==> config.mk <==
export PLATFORM = sky130hd
export DESIGN_NAME = pi_integrator_mc
export DESIGN_NICKNAME = d
export VERILOG_FILES = /design/src/rtl/pi_integrator_mc.sv
export SDC_FILE = /design/constraint.sdc
export NUM_CORES = 1
export LEC_CHECK = 0
export ABC_CLOCK_PERIOD_IN_PS = 10200
export CAP_MARGIN = 20
export CORE_ASPECT_RATIO = 1.5
export CORE_MARGIN = 2
export CORE_UTILIZATION = 55
export DETAILED_ROUTE_END_ITERATION = 8
export PLACE_DENSITY = 0.77
export SLEW_MARGIN = 20
export SYNTH_ARGS = -nofsm -noshare
export SYNTH_HDL_FRONTEND = slang
export SYNTH_SLANG_ARGS = --single-unit
==> constraint.sdc <==
create_clock -name clk -period 10.2 [get_ports clk]
set_clock_uncertainty 0.2 [all_clocks]
set_input_delay 1.02 -clock clk [delete_from_list [all_inputs] [get_ports clk]]
set_output_delay 1.02 -clock clk [all_outputs]
set_load 0.05 [all_outputs]
==> src/rtl/pi_integrator_mc.sv <==
// Multi-channel trapezoidal PI integrator, one shared MAC.
// y[k] = sat(y[k-1] + A*x[k] + B*x[k-1]) per channel, anti-windup.
module pi_integrator_mc #(
   parameter int             N_CH        = 4,
   parameter int             W           = 32,
   parameter int             FRAC        = 16,
   parameter logic [W-1:0]   A           = 32'h0001_0800,
   parameter logic [W-1:0]   B           = 32'hFFFF_0800,
   parameter logic [W-1:0]   UPPER_LIMIT = 32'h0001_0000,
   parameter logic [W-1:0]   DOWN_LIMIT  = 32'hFFFF_0000
) (
   input  logic              clk,
   input  logic              rst,
   input  logic              rst_user,
   input  logic              sta,
   input  logic              freeze,
   input  logic [N_CH*W-1:0] x,
   output logic [N_CH*W-1:0] y,
   output logic [N_CH-1:0]   sat_flags,
   output logic              busy,
   output logic              done_sig
);

   localparam int CW = (N_CH > 1) ? $clog2(N_CH) : 1;
   localparam int SW = W + 2;
   localparam logic [CW-1:0] LAST = CW'(N_CH - 1);
   localparam logic signed [W-1:0] AS = A;
   localparam logic signed [W-1:0] BS = B;
   localparam logic signed [SW-1:0] UL = SW'($signed(UPPER_LIMIT));
   localparam logic signed [SW-1:0] DL = SW'($signed(DOWN_LIMIT));
   localparam logic signed [2*W:0] HALF = (2*W+1)'(1) << (FRAC - 1);

   typedef enum logic [2:0] {IDLE, MUL, ADD, SAT, DONE} state_t;

   state_t st, nxt;
   logic [CW-1:0] c;
   logic frz;
   logic signed [W-1:0] x_lat [N_CH];
   logic signed [W-1:0] x_prev [N_CH];
   logic signed [W-1:0] y_state [N_CH];
   logic signed [2*W-1:0] pa, pb;
   logic signed [SW-1:0] s, v;

   function automatic logic signed [SW-1:0] rnd(
      input logic signed [2*W-1:0] p
   );
      logic signed [2*W:0] t;
      t = {p[2*W-1], p};
      t = t + HALF;
      return SW'(t >>> FRAC);
   endfunction

   always_ff @(posedge clk or negedge rst) begin
      if (!rst) st <= IDLE;
      else      st <= nxt;
   end

   always_comb begin
      nxt = st;
      unique case (st)
         IDLE:    if (sta) nxt = MUL;
         MUL:     nxt = ADD;
         ADD:     nxt = SAT;
         SAT:     nxt = (c == LAST) ? DONE : MUL;
         DONE:    nxt = IDLE;
         default: nxt = IDLE;
      endcase
      if (rst_user) nxt = IDLE;
   end

   always_comb begin
      v = s;
      if (s > UL)      v = UL;
      else if (s < DL) v = DL;
   end

   always_ff @(posedge clk or negedge rst) begin
      if (!rst) begin
         c         <= '0;
         frz       <= 1'b0;
         pa        <= '0;
         pb        <= '0;
         s         <= '0;
         sat_flags <= '0;
         for (int i = 0; i < N_CH; i++) begin
            x_lat[i]   <= '0;
            x_prev[i]  <= '0;
            y_state[i] <= '0;
         end
      end else if (rst_user) begin
         c         <= '0;
         sat_flags <= '0;
         for (int i = 0; i < N_CH; i++) begin
            x_prev[i]  <= '0;
            y_state[i] <= '0;
         end
      end else begin
         case (st)
            IDLE: if (sta) begin
               c   <= '0;
               frz <= freeze;
               for (int i = 0; i < N_CH; i++)
                  x_lat[i] <= x[i*W +: W];
            end
            MUL: begin
               pa <= (2*W)'(AS) * (2*W)'(x_lat[c]);
               pb <= (2*W)'(BS) * (2*W)'(x_prev[c]);
            end
            ADD: s <= SW'(y_state[c]) + rnd(pa) + rnd(pb);
            SAT: begin
               x_prev[c]    <= x_lat[c];
               sat_flags[c] <= (s != v);
               // frozen frames still track x and saturation
               if (!frz) y_state[c] <= v[W-1:0];
               if (c != LAST) c <= c + 1'b1;
            end
            default: ;
         endcase
      end
   end

   always_comb begin
      y = '0;
      for (int i = 0; i < N_CH; i++)
         y[i*W +: W] = y_state[i];
   end

   assign busy     = (st != IDLE);
   assign done_sig = (st == DONE);

endmodule
==> run summary, run 1 <==
• worst vdd ir: 0.157 mV
• CTS buffer count: 49
• master cell of the clock root buffer: sky130_fd_sc_hd__clkbuf_16
• worst skew pair latency: 590 ps
• most area-consuming cells after synthesis: sky130_fd_sc_hd__dfrtp_1 43%, sky130_fd_sc_hd__ha_1 9.4%, sky130_fd_sc_hd__mux4_2 7.5%
• type of the worst min-delay path: in -> async
• layout cell share with drive strength beyond 1: 0.132
• run status: finished, final reports clean
• final wirelength: 71.5 mm
• Via density: 6.11
• final sum of negative setup slack: 0 ps
• half-perimeter wire length of the detailed placement result: 52.0 mm
• R2R cell count: 15
• prevailing post-synth register cell: sky130_fd_sc_hd__dfrtp_1
• post-DR wirelength/cell: 20.4 µm
• number of synthesized register bits: 497
• count of unresolved DRC violations after routing: 0
• count of yosys warnings during synthesis: 0
• Crit path required time: 10440 ps
• portion of the post-synthesis area used by sequential elements: 0.433
• number of endpoints failing setup at the final stage: 0
• number of nets at the end of the flow: 3172
• final period utilization: 0.594
• Die ar.: 54100 µm²
• global-route usage over all layers: 0.267
• max-capacitance violation count: 0
• data arrival time of the critical path: 6300 ps
• number of sinks driven by the clock tree: 497
• maximum fanout count along the critical path: 52
• mean cell area of the mapped netlist: 11.1 µm²
• crit start category: flop
• max-slew violation count: 0
• Slew Limit Headroom: 0.319
• post-layout worst setup margin: 4140 ps
• final hold violation count: 0
• wire length of the first global-routing pass: 116 mm
• post-synthesis instance total: 2578
• number of nets produced by synthesis: 2963
• number of instances resized during post-cts repair: 0
• reg-to-reg endpoint: pb[44]
• ys async rst share: 1.00
• worst setup timing slack at the placement stage: 4110 ps
• total power: 8.00 mW
• die height: 284 µm
• Max Clk Rate: 165 MHz
• remaining antenna violation count: 0
• worst setup slack for register-to-register paths: 4140 ps
• PD cells: 237 nW/µm²
• maximum buffer depth of the clock tree: 3
• number of DRC markers after the initial detailed-route iteration: 1552
• Placed Instance Area: 32000 µm²
• level count of the clock H-tree: 2
• pin count of the biggest net entering global routing: 166
• total via count after detailed routing: 21.4k
• instance count after placement with tap cells included: 3412
• Post-CTS Setup Bufs: 0
• post-CTS clock slew at the launch and capture registers of the worst setup and hold paths: 70 ps
• number of antenna cells inserted: 0
• antenna violations before repair: 0
• core region area: 51700 µm²
• quantity of I/O buffers inserted on ports: 266
• leading cell type by number of instances after synthesis: sky130_fd_sc_hd__dfrtp_1
• Mapped Area: 28700 µm²
• number of standard cells in the layout, taps in and fillers out: 3501
• Worst setup EP type: flop
• First-pass DRT Iterations: 5
• setup repair after global routing missed its margin: false
• final critical path time including I/O delays and setup: 6060 ps
• number of unique standard cell types used by synthesis: 75
• number of rows in the core area: 102
• number of enable-type register cells in the synthesized netlist: 0
• starting density of the core: 0.556
• Layout area overhead: 17.6%
• total grt overflow: 0
• most instantiated cells after synthesis: 497 x sky130_fd_sc_hd__dfrtp_1, 259 x sky130_fd_sc_hd__nand2_1, 215 x sky130_fd_sc_hd__ha_1, 196 x sky130_fd_sc_hd__a22o_1, 181 x sky130_fd_sc_hd__o21ai_0
• share of the synthesized area in the top cell type: 0.433
• library cell with the largest summed area after synthesis: sky130_fd_sc_hd__dfrtp_1
• number of hold-repair buffers added at the cts stage: 0
• final non-filler cell area: 33800 µm²
• Die Wd: 191 µm
• clock tree from TritonCTS: built
• I/O pin total: 267
• worst slew pin tran: 1020 ps
• launching point of the worst reg2reg path: c[1]
• RD Place Congestion: 0.925
• start-to-end type of the worst setup path: reg -> reg
• total leakage power: 15.1 nW
• number of global-route vias before repair: 22.4k
==> how the worst max path moves through the flow <==
| stage | startpoint | to | cells past startpoint |
|---|---|---|---|
| floorplan | c[0] | pb[48] | 17 |
| global placement | c[0] | pb[44] | 16 |
| detailed placement | c[0] | pb[44] | 16 |
| CTS | c[0] | pb[44] | 15 |
| global route | c[1] | pb[44] | 16 |
| finish | c[1] | pb[44] | 15 |
==> placed cells by master, fill, tap and decap left out, types with 14 or more instances in the layout <==
cell / n
sky130_fd_sc_hd__fa_1: 37
sky130_fd_sc_hd__nand2b_1: 19
sky130_fd_sc_hd__a21oi_1: 87
sky130_fd_sc_hd__clkbuf_16: 49
sky130_fd_sc_hd__ha_1: 215
sky130_fd_sc_hd__a22o_1: 196
sky130_fd_sc_hd__mux2_2: 135
sky130_fd_sc_hd__nor3_1: 21
sky130_fd_sc_hd__dfrtp_1: 495
sky130_fd_sc_hd__nand3_1: 53
sky130_fd_sc_hd__nand2_1: 259
sky130_fd_sc_hd__nor2_1: 68
sky130_fd_sc_hd__o21ai_0: 181
sky130_fd_sc_hd__inv_1: 162
sky130_fd_sc_hd__nand4_1: 23
sky130_fd_sc_hd__buf_4: 18
sky130_fd_sc_hd__o21bai_1: 14
sky130_fd_sc_hd__mux4_2: 96
sky130_fd_sc_hd__a21o_1: 36
sky130_fd_sc_hd__clkdlybuf4s50_1: 265
sky130_fd_sc_hd__xnor2_1: 76
sky130_fd_sc_hd__and3_1: 30
sky130_fd_sc_hd__xor2_1: 74
==> through the flow <==
stage,hold slack (ps),utilization
after global placement,270,0.618
after detailed placement,273,0.619
after global routing,302,0.654
after CTS,294,0.654
after floorplan,250,-
final,283,0.654
==> kinds of logic (layout without fill, tap and decap cells) <==
family / Yosys count / after routing / synth area share
flops: 497 / 497 / 0.433
fa+ha+maj: 252 / 252 / 0.119
mux: 234 / 234 / 0.129
compound gates: 614 / 614 / 0.147
simple gates: 539 / 539 / 0.0867
buf+inv: 292 / 539 / 0.0391
xor+xnor: 150 / 150 / 0.0457
==> layout make-up <==
| type | count | area, µm² |
|---|---|---|
| Fill cell | 3937 | 17900 |
| Multi-Input combinational cell | 1789 | 15200 |
| Sequential cell | 497 | 12400 |
| Timing Repair Buffer | 287 | 2850 |
| Clock buffer | 61 | 1360 |
| Tap cell | 676 | 846 |
| Inverter | 163 | 612 |
| Clock inverter | 28 | 434 |
==> layer usage <==
layer	GRT usage	routed length, µm
met1	0.338	29000
met2	0.477	36800
met3	0.0265	3650
met4	0.0893	2000
met5	0	0
==> critical path: stages, from the launching register on <==
cell	delay (ps)
sky130_fd_sc_hd__dfrtp_4	980
sky130_fd_sc_hd__buf_4	770
sky130_fd_sc_hd__mux4_2	430
sky130_fd_sc_hd__ha_1	320
sky130_fd_sc_hd__ha_1	310
sky130_fd_sc_hd__ha_1	310
sky130_fd_sc_hd__ha_1	350
sky130_fd_sc_hd__nor3_1	300
sky130_fd_sc_hd__nor2_1	120
sky130_fd_sc_hd__a311oi_1	370
sky130_fd_sc_hd__o31ai_1	200
sky130_fd_sc_hd__a32o_1	370
sky130_fd_sc_hd__a41oi_1	330
sky130_fd_sc_hd__nor2b_1	200
sky130_fd_sc_hd__mux2i_1	190
sky130_fd_sc_hd__o311ai_0	130
==> power by group <==
| group | internal [mW] | switching (mW) | total [mW] |
|---|---|---|---|
| sequential | 2.32 | 0.348 | 2.67 |
| clock | 1.19 | 0.801 | 1.99 |
| combinational | 1.44 | 1.91 | 3.35 |
==> state kept, by name, indices dropped and copies added (netlist names) <==
signal / cells
x_lat: 128
x_prev: 128
y: 128
pa: 35
pb: 34
s: 34
sat_flags: 4
st: 3
c: 2
frz: 1
No activity file was read; power rests on OpenSTA's default activity.
==> inputs of run 2 (changes only) <==
ABC_CLOCK_PERIOD_IN_PS = 5000   (was 10200)
CORE_UTILIZATION = 53   (was 55)
clock period = 5 ns   (was 10.2 ns; I/O delays follow)
==> run summary, run 2 (same netlist as run 1, synthesis figures left out) <==
• run status: finished, final reports clean, unchanged
• final critical path time including I/O delays and setup: 4830 ps, was 6060 ps
• buffers plus inverters on the worst setup path: 2, was 1
• most frequent standard cell in the layout excluding fill and tap cells: sky130_fd_sc_hd__dfrtp_1, unchanged
• worst skew pair latency: 610 ps, was 590 ps
• number of DRC markers after the initial detailed-route iteration: 1465, was 1552
• quantity of I/O buffers inserted on ports: 266, unchanged
• commonest non-fill, non-tap cells in the layout: 495 x sky130_fd_sc_hd__dfrtp_1, 265 x sky130_fd_sc_hd__clkdlybuf4s50_1, 259 x sky130_fd_sc_hd__nand2_1, 214 x sky130_fd_sc_hd__ha_1, 196 x sky130_fd_sc_hd__a22o_1, was 495 x sky130_fd_sc_hd__dfrtp_1, 265 x sky130_fd_sc_hd__clkdlybuf4s50_1, 259 x sky130_fd_sc_hd__nand2_1, 215 x sky130_fd_sc_hd__ha_1, 196 x sky130_fd_sc_hd__a22o_1
• R2R cell count: 14, was 15
• half-perimeter wire length of the detailed placement result: 54.4 mm, was 52.0 mm
• reg-to-reg endpoint: pa[47], was pb[44]
• pin count of the biggest net entering global routing: 150, was 166
• crit-path cells: buf_6, buf_12, mux4_2, ha_1, ha_1, nand3_1, nor2_1, or3_1, a221o_1, o31a_1, or3b_1, o21a_1, or4_1, nand3_1, was buf_4, mux4_2, ha_1, ha_1, ha_1, ha_1, nor3_1, nor2_1, a311oi_1, o31ai_1, a32o_1, a41oi_1, nor2b_1, mux2i_1, o311ai_0
• worst vdd ir: 0.291 mV, was 0.157 mV
• I/O pin total: 267, unchanged
• register area: 12400 µm², unchanged
• global-route usage over all layers: 0.268, was 0.267
• core region area: 53600 µm², was 51700 µm²
• number of rows in the core area: 104, was 102
• worst setup slack for register-to-register paths: 170 ps, was 4140 ps
• Max Clk Rate: 207 MHz, was 165 MHz
• end-of-flow core utilization: 0.645, was 0.654
• Die ar.: 56100 µm², was 54100 µm²
• CP Depth: 14, was 15
• number of nets at the end of the flow: 3271, was 3172
• count of unresolved DRC violations after routing: 0, unchanged
• Die Wd: 194 µm, was 191 µm
• post-CTS clock slew at the launch and capture registers of the worst setup and hold paths: 70 ps, about the same
• final hold violation count: 0, unchanged
• Layout area overhead: 20.5%, was 17.6%
• level count of the clock H-tree: 2, unchanged
• total via count after detailed routing: 21.8k, was 21.4k
• number of global-route vias before repair: 23.0k, was 22.4k
• maximum fanout count along the critical path: 20, was 52
• master cell of the clock root buffer: sky130_fd_sc_hd__clkbuf_16, unchanged
• Largest stage delay, worst path: 590 ps, was 980 ps
• launching point of the worst reg2reg path: c[0], was c[1]
• clock tree from TritonCTS: built, unchanged
• total leakage power: 15.6 nW, was 15.1 nW
• number of standard cells in the layout, taps in and fillers out: 3611, was 3501
• First-pass DRT Iterations: 5, unchanged
• layout cell share with drive strength beyond 1: 0.164, was 0.132
• crit start category: flop, unchanged
• Worst setup EP type: flop, unchanged
• max-slew violation count: 0, unchanged
• final wirelength: 74.7 mm, was 71.5 mm
• RD Place Congestion: 0.905, was 0.925
• filler cell count: 4132, was 3937
• standard cell with the maximum stage delay on the critical path: sky130_fd_sc_hd__mux4_2, was sky130_fd_sc_hd__dfrtp_4
• number of endpoints failing setup at the final stage: 0, unchanged
• area of combinational cells with multiple inputs: 15300 µm², was 15200 µm²
• number of antenna cells inserted: 0, unchanged
• maximum buffer depth of the clock tree: 3, unchanged
• die height: 289 µm, was 284 µm
• remaining antenna violation count: 0, unchanged
• beginning of the critical path: c[0], was c[1]
• start-to-end type of the worst setup path: reg -> reg, unchanged
• CTS buffer count: 47, was 49
• instance count after placement with tap cells included: 3511, was 3412
• max-capacitance violation count: 0, unchanged
• final period utilization: 0.967, was 0.594
• starting density of the core: 0.536, was 0.556
• wire length of the first global-routing pass: 121 mm, was 116 mm
• Via density: 6.04, was 6.11
• Slew Limit Headroom: 0.297, was 0.319
• PD cells: 486 nW/µm², was 237 nW/µm²
• data arrival time of the critical path: 5160 ps, was 6300 ps
• worst slew pin tran: 1050 ps, was 1020 ps
• antenna violations before repair: 0, unchanged
• category of cells accounting for the largest share of critical-path delay: simple AND/OR/NAND/NOR gates, was compound AO/OA/AOI/OAI gates
• post-DR wirelength/cell: 20.7 µm, was 20.4 µm
• total grt overflow: 0, unchanged
• type of the worst min-delay path: in -> async, unchanged
• number of sinks driven by the clock tree: 497, unchanged
• Crit path required time: 5330 ps, was 10440 ps
## run 2: cell types whose count changed in the layout (fill, tap and decap cells not counted), sizes merged
cell / change
bufinv: -4
buf: +100
dlygate4sd3: +1
clkinv: -6
clkbuf: +10
inv: -1
clkinvlp: -3
## run 2: timing repair
action,in CTS,in global routing
hold buffers,1,0
pin swaps,0,1
gates resized for setup,2,22
hold endpoints to repair,69,0
setup buffers,1,13
setup endpoints to repair,4,27
## run 2: layout make-up
type / count / area share
Clock inverter: 14 / 0.00701
Tap cell: 689 / 0.0249
Timing Repair Buffer: 388 / 0.107
Multi-Input combinational cell: 1789 / 0.443
Sequential cell: 497 / 0.360
Inverter: 163 / 0.0177
Clock buffer: 71 / 0.0412
## run 2: report_power, final
part	internal (mW)	switching (mW)
sequential	4.74	0.699
combinational	3.36	4.18
clock	2.24	1.59
total	10.3	6.46
## run 2: how the worst max path moves through the flow
stage,endpoint
floorplan,pb[48]
global placement,s[33]
detailed placement,s[31]
CTS,s[31]
global route,pb[42]
finish,pa[47]
## run 2: metrics by stage
stage / setup TNS, ps / area [µm²] / hold slack, ps / setup WS (ps) / total power, mW
6_report: 0 / 34600 / 250 / 167 / 16.8
5_1_grt: -95.2 / 34600 / 279 / -80.2 / 18.0
4_1_cts: 0 / 34400 / 249 / 0.0711 / 16.7
3_5_place_dp: 0 / 32700 / 283 / 15.5 / 12.8
3_3_place_gp: 0 / 32700 / 278 / 43.1 / 12.5
2_1_floorplan: 0 / 28700 / 4.41 / 8.18 / 10.4
## run 2: routing by layer
metal | wire (µm) | up-vias | GRT usage
met3 | 4090 | 165 | 0.0380
met2 | 38600 | 785 | 0.480
li1 | - | 9979 | -
met5 | 0 | - | 0
met4 | 2240 | 0 | 0.0964
met1 | 29700 | 10891 | 0.331
